[config.mk]
export PLATFORM = sky130hd
export DESIGN_NAME = dice_game_ctrl
export DESIGN_NICKNAME = d
export VERILOG_FILES = /design/src/rtl/dice_game_ctrl.sv
export SDC_FILE = /design/constraint.sdc
export NUM_CORES = 1
export LEC_CHECK = 0
export ABC_AREA = 1
export BUFFER_PORTS_ARGS = -buffer_cell sky130_fd_sc_hd__buf_2
export CAP_MARGIN = 25
export CORE_MARGIN = 2
export CORE_UTILIZATION = 40
export CTS_CLUSTER_SIZE = 8
export DETAILED_ROUTE_END_ITERATION = 12
export PLACE_DENSITY = 0.69
export SYNTH_ARGS = -nofsm -noshare
export SYNTH_HDL_FRONTEND = slang
export SYNTH_SLANG_ARGS = --single-unit
[constraint.sdc]
create_clock -name clk -period 3.1 [get_ports clk]
set_input_delay 0 -clock clk [delete_from_list [all_inputs] [get_ports clk]]
set_output_delay 0 -clock clk [all_outputs]
set_load 0.02 [all_outputs]
[src/rtl/dice_game_ctrl.sv]
// dice_game_ctrl
//   Two-player score keeper for the electronic dice. It picks up the settled
//   throw when the shared roll button is released, rejects the invalid codes
//   0 and 7, adds valid throws to the current player's score with saturation,
//   manages the turn order and latches the winner.
//
// Parameters
//   TARGET   score at or above which the current player wins (1..2**SCORE_W-1)
//   SCORE_W  width of each score register (>= 3)
//
// Optional feature macro
//   BUST_ON_ONE_EN  when defined, an accepted throw of 1 clears the current
//                   player's score and passes the turn instead of adding 1.
//
// Ports
//   clk         in   system clock, rising edge
//   reset       in   synchronous, active-high
//   button      in   roll button (1 = dice rolling)
//   throw       in   dice value, valid 1..6
//   player      out  player whose turn it is
//   score0/1    out  player scores
//   last_throw  out  last accepted throw
//   roll_done   out  one-cycle pulse when a throw is scored
//   bad_throw   out  one-cycle pulse when a throw of 0 or 7 is rejected
//   game_over   out  high from the win until reset
//   winner      out  winning player, valid while game_over is high
//
// state   | meaning
// IDLE    | waiting for the button to be pressed
// ROLLING | button held, dice rolling; release captures the throw
// SCORE   | one cycle evaluating the captured throw
// WIN     | terminal, everything frozen until reset
module dice_game_ctrl #(
  parameter int TARGET  = 20,
  parameter int SCORE_W = 8
) (
  input  logic               clk,
  input  logic               reset,
  input  logic               button,
  input  logic [2:0]         throw,
  output logic               player,
  output logic [SCORE_W-1:0] score0,
  output logic [SCORE_W-1:0] score1,
  output logic [2:0]         last_throw,
  output logic               roll_done,
  output logic               bad_throw,
  output logic               game_over,
  output logic               winner
);

  typedef enum logic [1:0] {IDLE, ROLLING, SCORE, WIN} state_t;

  localparam logic [SCORE_W-1:0] TGT = SCORE_W'(TARGET);

  state_t             state;
  logic [2:0]         cap_reg;
  logic [SCORE_W-1:0] cur_score;
  logic [SCORE_W:0]   sum;
  logic [SCORE_W-1:0] new_score;
  logic               wins;

  // One extra sum bit catches overflow so the score pins at all-ones.
  always_comb begin
    cur_score = player ? score1 : score0;
    sum       = {1'b0, cur_score} + {{(SCORE_W-2){1'b0}}, cap_reg};
    new_score = sum[SCORE_W] ? {SCORE_W{1'b1}} : sum[SCORE_W-1:0];
    wins      = (new_score >= TGT);
  end

  always_ff @(posedge clk) begin
    if (reset) begin
      state      <= IDLE;
      cap_reg    <= 3'd0;
      player     <= 1'b0;
      score0     <= '0;
      score1     <= '0;
      last_throw <= 3'd0;
      roll_done  <= 1'b0;
      bad_throw  <= 1'b0;
      game_over  <= 1'b0;
      winner     <= 1'b0;
    end else begin
      roll_done <= 1'b0;
      bad_throw <= 1'b0;
      case (state)
        IDLE: begin
          if (button) state <= ROLLING;
        end
        ROLLING: begin
          if (!button) begin
            cap_reg <= throw;
            state   <= SCORE;
          end
        end
        SCORE: begin
          state <= IDLE;
          if (cap_reg == 3'd0 || cap_reg == 3'd7) begin
            bad_throw <= 1'b1;
          end else begin
            last_throw <= cap_reg;
            roll_done  <= 1'b1;
`ifdef BUST_ON_ONE_EN
            if (cap_reg == 3'd1) begin
              if (player) score1 <= '0;
              else        score0 <= '0;
              player <= ~player;
            end else
`endif
            begin
              if (player) score1 <= new_score;
              else        score0 <= new_score;
              if (wins) begin
                game_over <= 1'b1;
                winner    <= player;
                state     <= WIN;
              end else if (cap_reg != 3'd6) begin
                player <= ~player;
              end
            end
          end
        end
        WIN: begin
          state <= WIN;
        end
        default: state <= IDLE;
      endcase
    end
  end

endmodule

# Yosys cells after proc, flatten, opt, wreduce, memory -nomap -nowiden
# Index checks and enable logic that the tools add are counted.
# classes
add_sub_neg,1
shift,0
n_reduce_logical,11
bitwise,5
mul,0
order_cmp,1
div,0
n_eq_ne,7
n_mux,9
# op_table
op,count
8-bit two-way mux,2
8-bit by 3-bit adder with 9-bit output,1
3-bit AND reduction,3
"8-bit by 5-bit greater-or-equal comparator with 1-bit output, second input constant",1
2-bit two-way mux,4
2-bit case mux with 4 select lines,1
2-bit AND reduction,3
1-bit inverter,5
"2-bit == test, second input constant",2
"2-bit != test, second input constant",2
4-bit AND reduction,1
"3-bit == test, second input constant",1
3-bit zero test,1
"3-bit != test, second input constant",1
"2-bit by 1-bit == test with 1-bit output, second input constant",1
2-bit zero test,1
1-bit two-way mux,2
2-bit OR reduction,1
1-bit logical OR,1
# totals
out_inout_bits,24
wordCells,44
latchBits,0
rom_bits,0
input_bits,6
ram_bits,0
memories,0
reg_bits,29

# Logic depth before layout (Yosys ltp)
# depth
word_depth,7
depth_mapped,19
mapped_depth_nobuf,16

# Least setup slack after synthesis
# OpenSTA, ideal clock, no wires.
# synth_path
kind,register to register
start,register player
end,register state[1]
required_ns,2.991
path_stages_with_launch,19
period_less_slack_ns,2.548
path_buffers,3
arrival_time_ns,2.439
path_slack_ns,0.552
cell_sequence,dfxtp_1 -> buf_6 -> buf_2 -> o21ai_0 -> ha_1 -> fa_1 -> nand2_1 -> nand2_1 -> nand2_2 -> nor2_1 -> nand2_2 -> buf_6 -> nand3_2 -> nor2_1 -> nand3_2 -> nand2_2 -> nand3_1 -> nand2_1 -> inv_1
# synth_between
elab_chain_cells,7
# synth_lines
item,line_no,source
"start, declared",41,"output logic player,"
"start signal, assigned",117,player <= ~player;
8-bit two-way mux,64,cur_score = player ? score1 : score0;
8-bit by 3-bit adder with 9-bit output,65,"sum = {1'b0, cur_score} + {{(SCORE_W-2){1'b0}}, cap_reg};"
8-bit two-way mux,66,new_score = sum[SCORE_W] ? {SCORE_W{1'b1}} : sum[SCORE_W-1:0];
8-bit by 5-bit greater-or-equal comparator with 1-bit output,67,wins = (new_score >= TGT);
2-bit two-way mux,112,if (wins) begin
2-bit two-way mux,97,if (cap_reg == 3'd0 || cap_reg == 3'd7) begin
2-bit case mux with 4 select lines,85,case (state)
"end signal, assigned",87,if (button) state <= ROLLING;
"end signal, assigned",96,state <= IDLE;
"end signal, assigned",115,state <= WIN;
"end, declared",55,state_t state;
# No other way between the ends.
# A chain may end at the register's enable or synchronous reset.

# Worst setup path after layout
# layout_path
start,register player
end,register player
# layout_between
elab_chain_cells,6
word_cells_on_any_way,7
classes_between,1 x add/sub; 1 x order compare; 2 x mux; 2 x bitwise; 1 x reduce/logical
# layout_lines
item,line_no
8-bit two-way mux,64
8-bit by 3-bit adder with 9-bit output,65
8-bit two-way mux,66
8-bit by 5-bit greater-or-equal comparator with 1-bit output,67
1-bit inverter (no source line),n/a
4-bit AND reduction (no source line),n/a
# Several ways; a longest one is shown, not always the timed one.

==> run summary <==
Slew @ Worst Pin = 0.614 ns
Syn nets = 235
Postcts setup bufs = 0
Crit path DAT = 2.84 ns
Largest net degree at the start of global routing = 22
Yosys top cell area share = 0.369
CTS sink cnt = 29
Post-synthesis sequential area ratio = 0.369
Final global-route overflow total = 0
Max Freq = 376 MHz
Status = finished, final reports clean
Fillers = 417
RSZ-0062 raised after global routing = no
Main flop type after synthesis = dfxtp_1
Setup Viol. Count Final = 0
Ports = 30
First-pass detailed-route iteration total = 4
Post-synth ARST share = 0
Slew Limit Headroom = 0.590
Min-delay src = throw[2]
Slowest stage delay, CP = 0.55 ns
IO buf count = 29
Clk buf depth = 2
Crit-path cells = o21ai_0 -> ha_1 -> fa_1 -> nand2_1 -> nand2_1 -> nand2_2 -> nor2_1 -> nand2_2 -> nand2_1 -> nor2_4 -> nand2_1 -> nor2_1 -> nand3_1 -> nand2_1 -> nor2_1
Critical path startpoint category = flop
CP max FO = 11
Num CTS Buffers = 5
Number of remaining DRC errors = 0
Final WL = 3.36 mm
DIE AREA = 0.00445 mm2
Largest regs = score0: 8 flops, score1: 8 flops
Setup Crit Path Kind = flop to flop
Post-DRT Antenna Nets = 0
CP required = 3.28 ns
Pleak = 1.01 nW
YS warnings = 0
Vias per std cell = 4.78
Max Cap Viol = 0
Hold Path End = cap_reg[2]$_SDFFE_PP0P_
Root Buffer = clkbuf_8
Mean Syn Cell Area = 7.00 um2
Setup total negative slack = 0 ns
Core area = 0.00372 mm2
Row cnt = 22
Initial antenna violation count = 0
CP max-delay cell = dfxtp_1
Die width = 66.7 um
Commonest non-fill, non-tap cell in the layout = nand2_1
Most common cell on crit path = nand2_1
Worst vdd ir = 0.000239 V
Vias in the first global route = 1248
Yosys reg bits = 29
CTS tree = yes
Dpl ws = 0.479 ns
Cell taking the most area after synthesis = dfxtp_1
Starting Density = 0.424
Final WS setup = 0.442 ns
Cell count of the worst reg-to-reg path = 15
GRT Total Usage = 0.174
Period minus WS final = 2.66 ns
R2R Path End = player$_SDFFE_PP0P_
Setup Skew = 0.00645 ns
Distinct cells, synth = 27
Hold Vio Cnt, Final = 0
Synthesized cell area = 0.00157 mm2
Die Ht = 66.7 um
Clock latency on the worst-skew pair = 0.28 ns
Clock H-tree levels = 2
Reg2reg setup slack = 0.44 ns
Period utilization = 0.857
Area Overhead vs Synth = 16.5%
DR iter-0 viols = 64
Number of enable flip-flop cells after synthesis = 0
Final Max Slew Viols = 0
Worst-path clk slew = 0.06 ns
WL/cell = 11.0 um
First-pass GRT wire length = 5.80 mm
Ant. Diodes = 0
Cells after Synth = 225
GPL Wtd Cong = 0.960
Share of layout cells above drive strength 1 = 0.230
NumNets Final = 266
Crit end category = flop
Reg2reg start = player$_SDFFE_PP0P_
Hold depth = 3
Worst Hold Class = primary input to flop
Leading post-synthesis cells by cell area = dfxtp_1, nand2_1, inv_1
Commonest non-fill, non-tap cells in the layout = nand2_1, inv_1, dfxtp_1, buf_2, o21ai_0
PwrDens = 402 mW/mm2
HPWL Detailed = 2.50 mm
Via count = 1457
[through the flow]
step	total power, mW	util	hold slack [ns]	instances	area (um2)
after detailed placement	0.448	0.469	0.295	296	1740
after floorplan	0.434	-	0.193	225	1570
after CTS	0.746	0.494	0.00391	305	1830
after global routing	0.772	0.494	0.0289	305	1830
final	0.738	0.494	0.00356	305	1830
after global placement	0.447	0.469	0.290	296	1740
[per-layer routing]
layer	vias up	GRT usage	part of all wire
li1	771	-	-
met1	648	0.245	0.50
met2	31	0.248	0.44
met3	7	0.0389	0.037
met4	0	0.0867	0.023
met5	-	0	0
[power by group]
| group | total, mW | internal (mW) | switching (mW) |
|---|---|---|---|
| clock | 0.298 | 0.155 | 0.143 |
| sequential | 0.385 | 0.379 | 0.00578 |
| combinational | 0.0554 | 0.0198 | 0.0356 |
[cell usage after synthesis, types with 2 or more instances]
cell type / n
nand2_1: 48
nand2_2: 8
nor2_4: 2
nor2_2: 2
o21ai_0: 17
o211ai_1: 8
dfxtp_1: 29
inv_1: 41
nand3_1: 14
nor2_1: 13
clkbuf_1: 2
or2_2: 2
ha_1: 3
buf_6: 2
a21oi_1: 16
nand3_2: 4
o21a_1: 2
buf_2: 3
[worst max-delay path by stage]
stage | endpoint | cells past startpoint | start
floorplan | state[1]$_SDFFE_PP0P_ | 18 | player$_SDFFE_PP0P_
global placement | player$_SDFFE_PP0P_ | 14 | player$_SDFFE_PP0P_
detailed placement | player$_SDFFE_PP0P_ | 15 | player$_SDFFE_PP0P_
CTS | player$_SDFFE_PP0P_ | 15 | player$_SDFFE_PP0P_
global route | player$_SDFFE_PP0P_ | 15 | player$_SDFFE_PP0P_
finish | player$_SDFFE_PP0P_ | 15 | player$_SDFFE_PP0P_
[logic make-up (layout without fill, tap and decap cells)]
logic type | after synthesis | in the layout | share of synthesized area
xor gates and xnor gates | 2 | 2 | 0.0111
DFF | 29 | 29 | 0.369
AOI/OAI and AO/OA | 45 | 45 | 0.162
and+or+nand+nor | 94 | 94 | 0.282
buffers and inverters | 51 | 83 | 0.139
adders and majority gates | 4 | 4 | 0.0366
[critical path: cells and delay by family (launching register included)]
family / cells / cell delay [ns]
adder cells (fa/ha/maj): 2 / 0.65
AO/OA/AOI/OAI: 1 / 0.17
flip-flops: 1 / 0.55
AND/OR/NAND/NOR: 12 / 1.18
[cell type report]
cell class / instances / area [um2] / area share
inverters: 43 / 166 / 0.0907
flip-flops and latches: 29 / 581 / 0.317
well taps: 48 / 60.1 / 0.0327
clock inverters: 2 / 10.0 / 0.00546
clock buffers: 6 / 72.6 / 0.0396
repair buffers: 32 / 170 / 0.0928
multi-input cells: 145 / 774 / 0.422
[what timing repair did]
item,4_1_cts,5_1_grt
hold endpoints to repair,1,0
resized for setup,0,0
hold buffers,1,0
(Power assumes the default switching activity.)
